--- src/rtl/objects_pkg.sv ---
// Shared definitions for the layered object compositor.
package objects_pkg;

  localparam int unsigned RGB_WIDTH_DEF       = 8;
  localparam logic [7:0]  TRANSPARENT_RGB_DEF = 8'hFF;
  localparam int unsigned LAYER_IDX_W         = 4;

  // Wide enough to index up to 16 layers.
  typedef logic [LAYER_IDX_W-1:0] layer_idx_t;

  // Fixed drawing order: lower index wins.
  localparam layer_idx_t BALL        = 4'd0;
  localparam layer_idx_t FLIPPER     = 4'd1;
  localparam layer_idx_t OBSTACLE    = 4'd2;
  localparam layer_idx_t INDICATIONS = 4'd3;
  localparam layer_idx_t SPRING      = 4'd4;
  localparam layer_idx_t BUMPER      = 4'd5;

endpackage

--- src/rtl/layer_priority_encoder.sv ---
// Lowest-index-wins priority encoder over the effective draw vector.
module layer_priority_encoder
  import objects_pkg::*;
#(
  parameter int unsigned NUM_LAYERS = 6
) (
  input  logic [NUM_LAYERS-1:0] eff,
  output logic                  valid_c,
  output layer_idx_t            index_c
);

  // Scan from highest to lowest index so the lowest set bit is the last one written.
  always_comb begin
    valid_c = 1'b0;
    index_c = '0;
    for (int i = int'(NUM_LAYERS) - 1; i >= 0; i--) begin
      if (eff[i]) begin
        valid_c = 1'b1;
        index_c = layer_idx_t'(i);
      end
    end
  end

endmodule

--- src/rtl/objects_mux_layered.sv ---
// Layered object compositor: priority mux with blink, two-stage pipeline and
// per-frame collision reporting between layer 0 and every other layer.
module objects_mux_layered
  import objects_pkg::*;
#(
  parameter int unsigned           NUM_LAYERS      = 6,
  parameter int unsigned           RGB_WIDTH       = RGB_WIDTH_DEF,
  parameter logic [RGB_WIDTH-1:0]  TRANSPARENT_RGB = RGB_WIDTH'(TRANSPARENT_RGB_DEF),
  parameter int unsigned           BLINK_LOG2      = 5
) (
  input  logic                                 clk,
  input  logic                                 resetN,
  input  logic                                 startOfFrame,
  input  logic [NUM_LAYERS-1:0]                draw,
  input  logic [NUM_LAYERS-1:0][RGB_WIDTH-1:0] RGB_layers,
  input  logic [RGB_WIDTH-1:0]                 RGB_backGround,
  input  logic [NUM_LAYERS-1:0]                layerEnable,
  input  logic [NUM_LAYERS-1:0]                blinkMask,
  output logic [RGB_WIDTH-1:0]                 RGB_screen,
  output logic                                 drawAny,
  output logic [NUM_LAYERS-1:0]                collision,
  output logic                                 collisionValid
);

  localparam int unsigned FC_W        = BLINK_LOG2 + 1;
  localparam layer_idx_t  LAYER_LIMIT = layer_idx_t'(NUM_LAYERS - 1);

  logic [FC_W-1:0]       frame_cnt;
  logic                  blink_phase;
  logic [NUM_LAYERS-1:0] eff;
  logic [NUM_LAYERS-1:0] hits;
  logic [NUM_LAYERS-1:0] coll_acc;
  logic                  win_valid;
  layer_idx_t            win_idx;
  logic [RGB_WIDTH-1:0]  win_rgb;

  logic                  s1_valid;
  layer_idx_t            s1_idx;
  logic [RGB_WIDTH-1:0]  s1_rgb;

  assign blink_phase = frame_cnt[FC_W-1];

  // Effective draw per layer and layer-0 overlap hits for this pixel.
  always_comb begin
    eff  = '0;
    hits = '0;
    for (int i = 0; i < int'(NUM_LAYERS); i++) begin
      eff[i] = draw[i] & layerEnable[i] & (~blinkMask[i] | blink_phase)
             & (RGB_layers[i] != TRANSPARENT_RGB);
    end
    for (int k = 1; k < int'(NUM_LAYERS); k++) begin
      hits[k] = eff[0] & eff[k];
    end
  end

  layer_priority_encoder #(
    .NUM_LAYERS (NUM_LAYERS)
  ) u_prio (
    .eff     (eff),
    .valid_c (win_valid),
    .index_c (win_idx)
  );

  // Winning colour select; background when no layer is effective.
  always_comb begin
    win_rgb = RGB_backGround;
    for (int i = 0; i < int'(NUM_LAYERS); i++) begin
      if (win_valid && (win_idx == layer_idx_t'(i))) begin
        win_rgb = RGB_layers[i];
      end
    end
  end

  // Blink frame counter, advances once per frame.
  always_ff @(posedge clk or negedge resetN) begin
    if (!resetN) begin
      frame_cnt <= '0;
    end else if (startOfFrame) begin
      frame_cnt <= frame_cnt + FC_W'(1);
    end
  end

  // Pipeline stage 1: winner index, valid and colour.
  always_ff @(posedge clk or negedge resetN) begin
    if (!resetN) begin
      s1_valid <= 1'b0;
      s1_idx   <= '0;
      s1_rgb   <= '0;
    end else begin
      s1_valid <= win_valid;
      s1_idx   <= win_idx;
      s1_rgb   <= win_rgb;
    end
  end

  // Pipeline stage 2: screen outputs; index range guard keeps drawAny tied to a legal layer.
  always_ff @(posedge clk or negedge resetN) begin
    if (!resetN) begin
      RGB_screen <= '0;
      drawAny    <= 1'b0;
    end else begin
      RGB_screen <= s1_rgb;
      drawAny    <= s1_valid & (s1_idx <= LAYER_LIMIT);
    end
  end

  // Collision accumulation; the startOfFrame cycle closes the previous frame.
  always_ff @(posedge clk or negedge resetN) begin
    if (!resetN) begin
      coll_acc       <= '0;
      collision      <= '0;
      collisionValid <= 1'b0;
    end else if (startOfFrame) begin
      collision      <= coll_acc | hits;
      coll_acc       <= '0;
      collisionValid <= 1'b1;
    end else begin
      coll_acc       <= coll_acc | hits;
      collisionValid <= 1'b0;
    end
  end

endmodule

--- config.mk ---
export PLATFORM = sky130hd
export DESIGN_NAME = objects_mux_layered
export DESIGN_NICKNAME = d
export VERILOG_FILES = /design/src/rtl/objects_pkg.sv /design/src/rtl/layer_priority_encoder.sv /design/src/rtl/objects_mux_layered.sv
export SDC_FILE = /design/constraint.sdc
export NUM_CORES = 1
export LEC_CHECK = 0
export ABC_AREA = 1
export CAP_MARGIN = 30
export CORE_MARGIN = 1.5
export CORE_UTILIZATION = 45
export DETAILED_ROUTE_END_ITERATION = 7
export HOLD_SLACK_MARGIN = 0.1
export PLACE_DENSITY = 0.82
export SLEW_MARGIN = 10
export SYNTH_ARGS = -nofsm -noshare
export SYNTH_HDL_FRONTEND = slang
export SYNTH_HIERARCHICAL = 1
export SYNTH_SLANG_ARGS = --single-unit
--- constraint.sdc ---
create_clock -name clk -period 6.8 [get_ports clk]
set_input_delay 1.36 -clock clk [delete_from_list [all_inputs] [get_ports clk]]
set_output_delay 1.36 -clock clk [all_outputs]
set_load 0.01 [all_outputs]
Yosys cells after proc, flatten, opt, wreduce, memory -nomap -nowiden

Index checks and enable logic that the tools add are counted.

Register bits: 41
Bits in latches: 0
RAM bits: 0
Memory bits (read-only): 0
Output and inout bits: 16
Memories: 0

Add/subtract/negate cells: 1
$mul: 0
Divide/modulo/power cells: 0
Order comparisons: 1
Equal/unequal tests: 11
Shift-type cells: 0
Multiplexer cells: 20
Bitwise logic cells: 37
Reductions and logical operators: 7

Operators with widths:

| kind                | number |
|---|---|
| $mux 8              | 6 |
| $ne 8x8->1 const B  | 6 |
| $and 1x1->1         | 24 |
| $mux 3              | 6 |
| $eq 4x2->1 const B  | 2 |
| $eq 4x3->1 const B  | 2 |
| $mux 1              | 7 |
| $add 6x1->6 const B | 1 |
| $logic_and 1x1->1   | 6 |
| $mux 6              | 1 |
| $not 1->1           | 6 |
| $or 1x1->1          | 6 |
| $or 6x6->6          | 1 |
| $eq 4x1->1 const B  | 1 |
| $le 4x3->1 const B  | 1 |
| $logic_not 4->1     | 1 |

Longest topological paths before layout

Word-level depth: 18
Depth in mapped cells: 20

Modules after synthesis

Netlist, hierarchy kept.

By module, submodules not included:

| module                 | instances | cells each | area each (um^2) |
|---|---|---|---|
| objects_mux_layered    | 1         | 289        | 2234.6 |
| layer_priority_encoder | 1         | 17         | 83.8 |

Least setup slack after synthesis

Ideal clock, no wire load.

Path kind: input -> register
Start point: input port RGB_layers[35] in the netlist's numbering
End point: register s1_rgb[3]
Library setup time: 0.116 ns
Arrival time: 3.057 ns
Slack: 3.626 ns
Cell stages on the path: 14
Buffers on the path: 1
Cells stage by stage: inv_1 -> nor3_1 -> a21oi_1 -> inv_1 -> nand2_1 -> nand2_1 -> nand2_1 -> a21oi_1 -> inv_4 -> nor3_4 -> buf_4 -> a21oi_1 -> nand2_1 -> nand2_1

Longest elaborated chain between the ends: 15
Elaborated cells on any way between the ends: 30

Ends and longest elaborated chain:

| element                 | line                         | text |
|---|---|---|
| start, declared         | objects_mux_layered.sv:15    | `input logic [NUM_LAYERS-1:0][RGB_WIDTH-1:0] RGB_layers,` |
| $ne 8x8->1 (*)          | objects_mux_layered.sv:49    | `& (RGB_layers[i] != TRANSPARENT_RGB);` |
| $and 1x1->1 (*)         | objects_mux_layered.sv:49    |  |
| via eff[4]              | objects_mux_layered.sv:30    | `logic [NUM_LAYERS-1:0] eff;` |
| $mux 3 (*) (5 in a row) | layer_priority_encoder.sv:17 | `if (eff[i]) begin` |
| via win_idx[0]          | objects_mux_layered.sv:34    | `layer_idx_t win_idx;` |
| $logic_not 4->1         | objects_mux_layered.sv:68    | `if (win_valid && (win_idx == layer_idx_t'(i))) begin` |
| $logic_and 1x1->1       | objects_mux_layered.sv:68    |  |
| $mux 8 (5 in a row)     | objects_mux_layered.sv:68    |  |
| $mux 8 (*)              | objects_mux_layered.sv:68    |  |
| via win_rgb[3]          | objects_mux_layered.sv:35    | `logic [RGB_WIDTH-1:0] win_rgb;` |
| end signal, assigned    | objects_mux_layered.sv:92    | `s1_rgb <= win_rgb;` |
| end, declared           | objects_mux_layered.sv:39    | `logic [RGB_WIDTH-1:0] s1_rgb;` |

Mark *: on every way through the listed nets, which the timed path passes. The rest lies on a longest branch.
A chain may end at the register's enable or synchronous reset.

Worst setup path in the final report

Start point: input port RGB_layers[35] in the netlist's numbering
End point: register s1_rgb[0]

The elaborated chain is that of the path after synthesis.

==> results.cfg <==
[grt]
grt_pass1_vias = 2185
grt_pass1_wl_um = 9867
grt.total_usage_pct = 23.23
overflow = 0
antenna_found_initial = 0
grt_start_max_net_pins = 39

[critical_path]
crit_start = RGB_layers[35]
critPathLaunchType = input port
r2r_slack_ns = 3.88
r2r_cells = 13
reg2reg_to = s1_rgb[0]
path_max_fanout = 11
r2r-start = frame_cnt[5]
cp.required_ns = 6.98
crit_path_end = s1_rgb[0]
worst-setup-path-type = input port to flip-flop
crit_arrival_ns = 4.28
cp-end-kind = flip-flop

[pwr]
p_per_area_nw_per_um2 = 222.1
power.switching_mw = 0.2483
seqPwrFrac_pct = 41.6
vdd_drop_max_mv = 0.1407
swShare_pct = 33.17
internal_power_mw = 0.5002
clockPowerShare_pct = 21.4
comb_power_share_pct = 37.0
leakagePower_nw = 1.631

[final_layout]
antennaDiodeCount = 0
fill_cells = 406
drive_gt1_share_pct = 8.060
utilization_pct = 69.52
syn2layout_area_growth_pct = 45.39
nNetsFinal = 474

[clock_tree]
numCtsBuffers = 5
cts_setup_buffers = 0
insertion_delay_ns = 0.29
hold_buffers = 0
clock-sinks = 38
cts_repair_resize_count = 0
h-tree-depth = 2
cts-root-buf = clkbuf_8
cts.clk_slew.worst_paths_ns = 0.08
clock_path_buffers = 2
tritoncts = built

[logic_synthesis]
yosys.area.top_type = dfrtp_1
ys_ff_latch = 38
postSynthCellCount = 306
synthTopCellsByArea = dfrtp_1 (41%), nand2_1 (17%), nand4_1 (6.7%)
syn_area_um2 = 2318
synth_common_cells = nand2_1 (107), dfrtp_1 (38), inv_1 (33)
syn_nets = 384
avgSynthCellArea_um2 = 7.577
synth_top_area_share_pct = 41.01
synth_seq_area_share_pct = 41.01
synth_edf_count = 0
async_flop_share_pct = 100.0
synth_flop_cell = dfrtp_1
synth_cell_type_count = 31
post-synth-top-count-cell = nand2_1
yosys_warnings = 6

[worst_hold_path]
hold_class = flip-flop to flip-flop

[placed_design]
dp_hpwl_um = 4624
placement.io_buffers = 91
gp_congestion = 0.8857
dp_slack_ns = 2.317

[job]
max_cap_violations = 0

[routing]
drt_iter0_drc = 146
final_antenna_net_count = 0
avgViaCountPerCell = 5.009
vias = 2324
wl_per_cell_um = 12.78
drt_first_pass_iters = 5
post-route-drc-count = 0
finalWirelength_um = 5929

[timing]
finalHoldViolCount = 0
rsz0062_at_grt = no
period_minus_slack_ns = 4.104
tns_ns = 0
setup_slack_ns = 2.696
final_max_slew_viol_count = 0
worst_pin_slew_ns = 0.7499
holdWs_ns = 0.3423
fin_skew_ns = 0.009022
max_slew_margin_pct = 49.82
fin_crit_sh_pct = 60.36
setup_viol = 0
timing.fmax_mhz = 243.7

[floorplanning]
initial_core_util_pct = 47.82
ios = 93
dieArea_um2 = 5592
num_rows = 25
die_w_um = 74.78
dieHeight_um = 74.78
core_area_um2 = 4848

[run_status]
outcome = completed
power groups by stage:
stage | sequential, mW | clock, mW | combinational (mW)
floorplan | 0.321 | 0 | 0.142
global placement | 0.315 | 0 | 0.267
detailed placement | 0.316 | 0 | 0.273
CTS | 0.313 | 0.165 | 0.273
global route | 0.320 | 0.173 | 0.312
finish | 0.312 | 0.160 | 0.277
kinds of logic after synthesis:
family,count (synthesis),synth area share [%]
DFF,38,41.01
other,2,0.3239
xor gates and xnor gates,5,1.889
AOI/OAI and AO/OA,27,7.016
adders and majority gates,1,0.5396
and+or+nand+nor,184,39.67
buffers and inverters,49,9.552
worst min-delay path by stage:
stage / to / from / cells after the start
after detailed placement: RGB_screen[0] / s1_rgb[0] / 0
after CTS: RGB_screen[0] / s1_rgb[0] / 0
after global routing: RGB_screen[3] / s1_rgb[3] / 0
after global placement: RGB_screen[4] / s1_rgb[4] / 0
after floorplan: RGB_screen[0] / s1_rgb[0] / 0
final: RGB_screen[0] / s1_rgb[0] / 0
cell usage in the layout, fill, tap and decap left out, drive strengths merged:
cell / n
and2: 5
nand2: 107
o211ai: 1
dfrtp: 38
o21ba: 1
inv: 38
conb: 2
o21ai: 1
nor3: 7
nand3: 20
a21o: 5
nand4: 26
clkbuf: 7
xnor2: 1
clkinv: 1
a21oi: 19
nor2: 19
clkdlybuf4s50: 90
ha: 1
buf: 4
xor2: 4
critical path, cell delays in order:
cell,delay [ns]
clkdlybuf4s50_1,0.46
inv_1,0.06
nor3_1,0.31
a21oi_1,0.16
inv_1,0.07
nand2_1,0.04
nand2_1,0.05
nand2_1,0.04
a21oi_1,0.51
inv_4,0.15
nor2_1,0.63
inv_2,0.15
nand2_1,0.11
nand2_1,0.06
nand2_1,0.07
nand2_1,0.05
per-stage QoR:
stage / total power, mW / instance area [um^2] / std cells
2_1_floorplan: 0.4635 / 2318 / 306
3_3_place_gp: 0.5816 / 3237 / 453
3_5_place_dp: 0.5885 / 3244 / 454
4_1_cts: 0.7512 / 3336 / 462
5_1_grt: 0.8052 / 3371 / 464
6_report: 0.7485 / 3371 / 464
routing by layer:
| metal | part of all wire, % | track usage [%] |
|---|---|---|
| met5 | 0 | 0 |
| met4 | 1.5 | 6.667 |
| met3 | 7.0 | 4.953 |
| met1 | 43 | 30.68 |
| met2 | 49 | 38.79 |
state kept, by name, indices dropped and copies added (netlist names):
name,count
RGB_screen,8
s1_rgb,8
frame_cnt,6
coll_acc,5
collision,5
s1_idx,3
collisionValid,1
drawAny,1
s1_valid,1
area by class of cell:
class | instances | area (um^2) | share of cell area [%]
clock inverters | 1 | 5.005 | 0.1485
inverters | 38 | 145.1 | 4.306
well taps | 67 | 83.83 | 2.487
repair buffers | 94 | 948.4 | 28.14
multi-input cells | 219 | 1151 | 34.15
flip-flops and latches | 38 | 950.9 | 28.21
clock buffers | 7 | 86.33 | 2.561
Power figures use the tool's default switching activity.
